### src/rtl/t81_opcode_sequencer.sv
// Opcode issue sequencer for mining_pipeline: replays a stored (opcode, operand) program,
// then starts a mining pass and waits for a match with timeout and nonce-increment retries.
module t81_opcode_sequencer #(
  parameter int unsigned DEPTH     = 8,
  parameter int unsigned GAP       = 2,
  parameter int unsigned TIMEOUT   = 4096,
  parameter int unsigned MAX_RETRY = 0,
  localparam int unsigned AW       = $clog2(DEPTH)
) (
  input  logic          clk,
  input  logic          rst,
  input  logic          wr_en,
  input  logic [AW-1:0] wr_addr,
  input  logic [7:0]    wr_opcode,
  input  logic [80:0]   wr_operand,
  input  logic [AW:0]   prog_len,
  input  logic          nonce_en,
  input  logic          go,
  input  logic          abort,
  output logic [7:0]    opcode,
  output logic [80:0]   operand,
  output logic          valid_opcode,
  output logic          start_mine,
  input  logic          match_found,
  output logic          busy,
  output logic          done,
  output logic          timed_out,
  output logic          err,
  output logic [31:0]   nonce,
  output logic [31:0]   cycle_count
);

  localparam int unsigned GW = (GAP > 1) ? $clog2(GAP) : 1;

  typedef enum logic [2:0] {
    StIdle,
    StIssue,
    StGap,
    StMine,
    StWait,
    StDone
  } state_e;

  state_e        state_q;
  logic [AW-1:0] idx_q;
  logic [AW:0]   prog_len_q;
  logic          nonce_en_q;
  logic [GW-1:0] gap_cnt_q;

  logic [7:0]    mem_op   [DEPTH];
  logic [80:0]   mem_opnd [DEPTH];

  logic [AW-1:0] idx_inc;
  logic          idx_is_last;
  logic          inc_is_last;
  logic          advance;
  logic          retry_left;
  logic          wait_expired;
  logic [31:0]   nonce_inc;
  logic [31:0]   cycle_inc;
  logic [80:0]   adv_operand;
  logic [80:0]   retry_operand;

  // Program store; contents survive reset and are frozen while a sequence runs.
  always_ff @(posedge clk) begin
    if (wr_en && state_q == StIdle) begin
      mem_op[wr_addr]   <= wr_opcode;
      mem_opnd[wr_addr] <= wr_operand;
    end
  end

  always_comb begin
    idx_inc      = idx_q + AW'(1);
    idx_is_last  = ({1'b0, idx_q} + (AW+1)'(1)) == prog_len_q;
    inc_is_last  = ({1'b0, idx_inc} + (AW+1)'(1)) == prog_len_q;
    advance      = (state_q == StIssue && GAP == 0) || (state_q == StGap && gap_cnt_q == '0);
    retry_left   = nonce < MAX_RETRY;
    wait_expired = cycle_count == TIMEOUT - 1;
    nonce_inc    = (nonce == '1) ? nonce : nonce + 32'd1;
    cycle_inc    = (cycle_count == '1) ? cycle_count : cycle_count + 32'd1;
    // Only the last program entry carries the pass nonce.
    adv_operand   = mem_opnd[idx_inc] +
                    ((nonce_en_q && inc_is_last) ? {49'd0, nonce} : 81'd0);
    retry_operand = mem_opnd[0] +
                    ((nonce_en_q && prog_len_q == (AW+1)'(1)) ? {49'd0, nonce_inc} : 81'd0);
  end

  always_ff @(posedge clk or posedge rst) begin
    if (rst) begin
      state_q      <= StIdle;
      idx_q        <= '0;
      prog_len_q   <= '0;
      nonce_en_q   <= 1'b0;
      gap_cnt_q    <= '0;
      opcode       <= '0;
      operand      <= '0;
      valid_opcode <= 1'b0;
      start_mine   <= 1'b0;
      busy         <= 1'b0;
      done         <= 1'b0;
      timed_out    <= 1'b0;
      err          <= 1'b0;
      nonce        <= '0;
      cycle_count  <= '0;
    end else begin
      valid_opcode <= 1'b0;
      start_mine   <= 1'b0;
      done         <= 1'b0;
      err          <= 1'b0;
      if (abort && state_q != StIdle) begin
        state_q <= StIdle;
        busy    <= 1'b0;
      end else begin
        unique case (state_q)
          StIdle: begin
            if (go) begin
              if (prog_len > (AW+1)'(DEPTH)) begin
                err <= 1'b1;
              end else begin
                prog_len_q <= prog_len;
                nonce_en_q <= nonce_en;
                nonce      <= '0;
                timed_out  <= 1'b0;
                busy       <= 1'b1;
                idx_q      <= '0;
                if (prog_len == '0) begin
                  state_q     <= StMine;
                  start_mine  <= 1'b1;
                  cycle_count <= '0;
                end else begin
                  state_q      <= StIssue;
                  valid_opcode <= 1'b1;
                  opcode       <= mem_op[0];
                  operand      <= mem_opnd[0];
                end
              end
            end
          end
          StIssue, StGap: begin
            if (advance) begin
              if (idx_is_last) begin
                state_q     <= StMine;
                start_mine  <= 1'b1;
                cycle_count <= '0;
              end else begin
                state_q      <= StIssue;
                valid_opcode <= 1'b1;
                idx_q        <= idx_inc;
                opcode       <= mem_op[idx_inc];
                operand      <= adv_operand;
              end
            end else if (state_q == StIssue) begin
              state_q   <= StGap;
              gap_cnt_q <= GW'(GAP - 1);
            end else begin
              gap_cnt_q <= gap_cnt_q - GW'(1);
            end
          end
          StMine: begin
            state_q <= StWait;
          end
          StWait: begin
            // A match on the last allowed cycle beats the timeout.
            if (match_found) begin
              state_q <= StDone;
              done    <= 1'b1;
            end else if (wait_expired) begin
              if (retry_left) begin
                nonce <= nonce_inc;
                idx_q <= '0;
                if (prog_len_q == '0) begin
                  state_q     <= StMine;
                  start_mine  <= 1'b1;
                  cycle_count <= '0;
                end else begin
                  state_q      <= StIssue;
                  valid_opcode <= 1'b1;
                  opcode       <= mem_op[0];
                  operand      <= retry_operand;
                end
              end else begin
                timed_out <= 1'b1;
                state_q   <= StDone;
                done      <= 1'b1;
              end
            end else begin
              cycle_count <= cycle_inc;
            end
          end
          StDone: begin
            state_q <= StIdle;
            busy    <= 1'b0;
          end
          default: begin
            state_q <= StIdle;
            busy    <= 1'b0;
          end
        endcase
      end
    end
  end

endmodule

### config.mk
export PLATFORM = sky130hd
export DESIGN_NAME = t81_opcode_sequencer
export DESIGN_NICKNAME = d
export VERILOG_FILES = /design/src/rtl/t81_opcode_sequencer.sv
export SDC_FILE = /design/constraint.sdc
export NUM_CORES = 1
export LEC_CHECK = 0
export BUFFER_PORTS_ARGS = -buffer_cell sky130_fd_sc_hd__clkbuf_2
export CAP_MARGIN = 30
export CELL_PAD_IN_SITES_DETAIL_PLACEMENT = 0
export CELL_PAD_IN_SITES_GLOBAL_PLACEMENT = 1
export CORE_MARGIN = 2
export CORE_UTILIZATION = 46
export DETAILED_ROUTE_END_ITERATION = 10
export PLACE_DENSITY = 0.73
export SLEW_MARGIN = 10
export SYNTH_ARGS = -nofsm -noshare
export SYNTH_HDL_FRONTEND = slang
export SYNTH_SLANG_ARGS = --single-unit
### constraint.sdc
create_clock -name clk -period 7.9 [get_ports clk]
set_clock_uncertainty 0.15 [all_clocks]
set_input_delay 0.395 -clock clk [delete_from_list [all_inputs] [get_ports clk]]
set_output_delay 0.395 -clock clk [all_outputs]
set_load 0.1 [all_outputs]
**Word-level counts from Yosys, hierarchy flattened**

Memory sizes are Yosys's and may differ from the RTL's.
Index checks and enable logic that the tools add are counted.

- Flip-flop bits (word level): 171
- Bits in writable memories: 712
- Output and inout port bits: 159
- Memories kept: 2

- $add $sub $neg: 8
- $lt $le $gt $ge: 2
- Equal/unequal tests: 30
- Multiplexer cells: 104
- Bitwise logic cells: 4
- Reduce and logical (&&, ||, !) cells: 22

Memories:

| name | words | bits a word | read ports | clocked after Yosys merged registers in | wr ports | RTL line | text |
|---|---|---|---|---|---|---|---|
| mem_opnd | 8 | 81 | 2 | 0 | 1 | 51 | `logic [80:0] mem_opnd [DEPTH];` |
| mem_op | 8 | 8 | 2 | 0 | 1 | 50 | `logic [7:0] mem_op [DEPTH];` |

Operators by type and width:

| kind | count |
|---|---|
| $mux 81 | 9 |
| $mux 32 | 18 |
| $pmux 81 s3 | 1 |
| $add 81x32->81 | 2 |
| $pmux 32 s3 | 1 |
| $mux 8 | 9 |
| $add 32x1->32 const B | 2 |
| $eq 32x32->1 const B | 2 |
| $pmux 32 s2 | 1 |
| $mux 3 | 15 |
| $mux 1 | 40 |
| $eq 32x12->1 const B | 1 |
| $lt 32x1->1 const B | 1 |
| $pmux 8 s3 | 1 |
| $ne 2x2->1 const B | 11 |
| $reduce_and 11->1 | 2 |
| $reduce_and 7->1 | 2 |
| $ne 3x3->1 const B | 4 |
| $pmux 3 s4 | 1 |
| $pmux 3 s3 | 1 |
| $reduce_and 9->1 | 1 |
| $add 3x1->4 const B | 2 |
| $eq 4x4->1 | 2 |
| $logic_not 4->1 | 2 |
| other kinds (22) | 39 |

**Logic depth before layout (Yosys ltp)**

- Depth after elaboration: 9
- Mapped depth: 10
- Gate-level depth less buffers: 7

**Least setup slack after synthesis**

OpenSTA, ideal clock, no wires.

- Kind: register to register
- Start: register state_q[0]
- End: memory mem_op[1][0], enable pin
- Data arrival time: 7.264 ns
- Data required time: 7.103 ns
- Slack: -0.161 ns
- Cell stages (with the launch flop): 5
- Buffers on the path: 1
- Period minus slack after synthesis: 8.061 ns
- Cells stage by stage: dfrtp_1 buf_1 nor3_1 nand3_1 nor3_1

- Longest elaborated chain between the ends: 4

Ends and longest elaborated chain:

| what | RTL line | text |
|---|---|---|
| start: declaration | 44 | `state_e state_q;` |
| start signal: assignment | 90 | `state_q <= StIdle;` |
| start signal: assignment | 111 | `state_q <= StIdle;` |
| start signal: assignment | 127 | `state_q <= StMine;` |
| $logic_not 3->1 | 66 | `if (wr_en && state_q == StIdle) begin` |
| $logic_and 1x1->1 | 66 |  |
| $mux 1 | 66 |  |
| $mux 1 (not written as such) | 67 | `mem_op[wr_addr] <= wr_opcode;` |
| end: declaration | 50 |  |

Every way passes these cells.

**Worst setup path in the final report**

- Start: register idx_q[0]
- End: register operand[29]

- Longest elaborated chain between the ends: 9
- Elaborated cells on any way between the ends: 14
- Those cells by class: add/sub: 4; eq/ne: 3; mux: 4; reduce/logical: 2; memory: 1

Ends and longest elaborated chain:

| what | RTL line | text |
|---|---|---|
| start: declaration | 45 | `logic [AW-1:0] idx_q;` |
| start signal: assignment | 148 | `idx_q <= idx_inc;` |
| $add 3x1->3 | 73 | `idx_inc = idx_q + AW'(1);` |
| $add 3x1->4 | 75 | `inc_is_last = ({1'b0, idx_inc} + (AW+1)'(1)) == prog_len_q;` |
| $eq 4x4->1 | 75 |  |
| $logic_and 1x1->1 | 83 | `((nonce_en_q && inc_is_last) ? {49'd0, nonce} : 81'd0);` |
| $mux 32 | 83 |  |
| $add 81x32->81 | 82 | `adv_operand = mem_opnd[idx_inc] +` |
| $mux 81 | 141 | `if (idx_is_last) begin` |
| $mux 81 | 140 | `if (advance) begin` |
| $pmux 81 s3 | 114 | `unique case (state_q)` |
| end signal: assignment | 134 | `operand <= mem_opnd[0];` |
| end signal: assignment | 150 | `operand <= adv_operand;` |
| end signal: assignment | 179 | `operand <= retry_operand;` |
| end: declaration | 21 | `output logic [80:0] operand,` |

Parallel ways exist; a longest one is shown, timed or not. The select of a mux whose other input is x is not followed.
A chain may end at the register's enable or synchronous reset.

==> impl_metrics.csv <==
group,metric,value,unit
drt,num_vias,18445,
clock_network,cts_resized,0,
sta,period_needed,4.05,ns
drt,ant_nets,0,
synth,ys_ff_latch,850,
synth,synth_cells,1921,
cells_and_area,drive_above_1_share,0.256,
critical_path,arrival,4.35,ns
critical_path,crit_type,"reg -> reg",
sta,hold_viol,0,
critical_path,r2r-start,"idx_q[0]",
pwr,powerDensity,386,nW/µm²
synth,synth_edf_count,712,
die,die_h,275,µm
synth,synth_top_area_frac,0.633,
placed_design,hpwlAfterDp,39900,µm
global_route,grt_pass1_wl,114000,µm
synth,synthesis.area,33800,µm²
drt,wl_per_cell,22.9,µm
pwr,ir_drop,0.337,mV
clock_network,post_cts_buffers,0,
sta,fin_ws,3.85,ns
clock_network,root_buffer,"clkbuf_16",
synth,async_flop_share,0.162,
global_route,antenna_found_initial,9,
critical_path,crit_required,8.20,ns
placed_design,place.port_buffers,228,
status,status,"complete, no violations",
worst_hold_path,hp-class,"in -> reg",
sta,max_freq,247,MHz
synth,ys_seq_area_frac,0.735,
drt,drt_first_iter_violations,1279,
critical_path,cp_max_fo,73,
critical_path,reg2regPathDepth,8,
die,start_util,0.464,
worst_hold_path,holdPathStages,3,
placed_design,preCtsSetupSlack,3.57,ns
clock_network,cts_hold_buf,96,
synth,synthTopCellsByArea,"edfxtp_1 (63%), mux4_2 (12%), dfrtp_1 (10%)",
die,row_count,99,
flow_run,drv_cap,0,
sta,setup_viol,0,
drt,via_per_inst,5.59,
global_route,grt_use_total,0.202,
global_route,overflow,0,
sta,rsz0062_at_grt,"no",
synth,yosysTopAreaCell,"edfxtp_1",
synth,synth_flop_cell,"edfxtp_1",
synth,yosysWarnings,0,
die,die_area,75600,µm²
cells_and_area,fillers,5756,
sta,max_slew_margin,0.367,
placed_design,gp_congestion,0.825,
critical_path,end_kind,"register",
cells_and_area,area_delta_synth_final,18.3,%
clock_network,clkSinkCount,850,
die,core_area,72800,µm²
drt,totalWireLength,75600,µm
sta,tightest_slew,0.950,ns
drt,drc,0,
sta,min_period_over_period,0.513,
synth,postSynthAreaPerCell,17.6,µm²
clock_network,cts.htree.levels,3,
clock_network,clkLatencyLatePin,0.63,ns
clock_network,cts_tree,"built",
sta,finalMaxSlewViolations,0,
worst_hold_path,holdCritStartpoint,"match_found",
critical_path,worst_setup_path_start_kind,"register",
clock_network,clk_pin_slew_worst_paths,0.06,ns
clock_network,cts_buffers,86,
clock_network,ctsLongestPathBuffers,3,
synth,synthDistinctLibCells,61,
pwr,cellLeakagePower,13.7,nW
die,die_x,275,µm
global_route,grt_max_degree,90,
die,num_io_pins,262,
drt,dr.pass1.iters,5,
critical_path,startpoint,"idx_q[0]",
sta,setup_tns,0,ns
cells_and_area,nNetsFinal,2370,
global_route,grt_pass1_vias,18769,
==> logic make-up (layout without fill, tap and decap cells) <==
logic type / Yosys count / in the layout / synth area share
AOI/OAI and AO/OA: 266 / 266 / 0.0446
DFF: 850 / 850 / 0.735
xor gates and xnor gates: 4 / 4 / 0.00104
and+or+nand+nor: 380 / 380 / 0.0498
buffers and inverters: 148 / 533 / 0.0223
muxes: 269 / 269 / 0.146
other: 1 / 37 / 0.000111
adders and majority gates: 3 / 3 / 0.00104
==> worst max-delay path: stages, from the launching register on <==
cell and delay, ns:
dfrtp_4 0.74, buf_12 0.30, ha_4 0.21, xor2_1 0.08
or3_1 0.32, a221o_1 0.48, o211ai_4 0.60, buf_4 0.73
o21ai_0 0.22
==> sequential cells by signal (all words and copies together), names as in the netlist, 3 cells and up <==
signal       count
mem_opnd       648
operand         81
mem_op          64
cycle_count     32
opcode           8
prog_len_q       4
idx_q            3
state_q          3
==> where the power goes <==
group	switching (mW)	internal, mW
registers	0.295	5.33
logic	3.99	1.82
clock network	1.65	2.32
==> through the flow <==
| stage | power, mW | instances | hold slack (ns) | instance area (µm²) | utilization |
|---|---|---|---|---|---|
| after floorplan | 10.3 | 1952 | 0.308 | 33900 | - |
| after global placement | 11.4 | 3027 | 0.284 | 35900 | 0.493 |
| after detailed placement | 11.5 | 3035 | 0.294 | 36100 | 0.495 |
| after CTS | 15.5 | 3291 | 0.113 | 39800 | 0.547 |
| after global routing | 16.1 | 3299 | 0.166 | 39900 | 0.548 |
| final | 15.4 | 3301 | 0.165 | 39900 | 0.548 |
==> layout make-up <==
class,count,area (µm²),share of cell area
Sequential cell,850,24800,0.622
Multi-Input combinational cell,954,8420,0.211
Timing Repair Buffer,362,2640,0.0661
Clock buffer,123,2440,0.0612
Tap cell,959,1200,0.0300
Clock inverter,37,337,0.00843
Inverter,11,46.3,0.00116
Antenna cell,5,12.5,0.000313
==> layer usage <==
layer  GRT usage  up-vias  wire, µm
li1            -     8236         -
met4      0.0579       10      1500
met2       0.333      468     37500
met3      0.0323      102      3870
met5           0        -        63
met1       0.279     9629     32700
==> cells in the mapped netlist, types with 3 or more instances <==
cell type	instances
xor2_1	4
nor4_1	11
or4_1	10
nor3_1	10
or3_1	3
buf_2	26
and4_1	4
mux2i_1	90
mux4_2	178
nor2_1	115
o311ai_0	7
clkbuf_1	50
o211ai_1	13
dfrtp_1	138
nand4_1	11
a21oi_1	104
o22ai_1	3
buf_1	22
nand2b_1	5
a22oi_1	3
nand2_1	159
nor2b_1	3
o31ai_1	6
and3_1	5
inv_1	10
o21ai_0	109
buf_4	35
nand3_1	34
edfxtp_1	712
==> path summary, 6_finish.rpt <==
check | end | slack, ns
worst max-delay path | operand[29] | 3.85
worst min-delay path | done | 0.16
worst max register to register | operand[29] | 3.85
worst min register to register | operand[19] | 0.33
max in group asynchronous | operand[1] | 6.10
min in group asynchronous | cycle_count[5] | 0.18
==> placed cells by master, fill, tap and decap left out, types with 24 or more instances in the layout <==
cell / count
nand2_1: 158
dlygate4sd3_1: 96
dfrtp_1: 137
a21oi_1: 104
conb_1: 32
clkbuf_1: 24
nand3_1: 34
clkbuf_16: 88
mux2i_1: 90
clkbuf_2: 228
nor2_1: 109
mux4_2: 178
edfxtp_1: 712
o21ai_0: 109
Note: power is estimated with default switching activity, not from simulation.
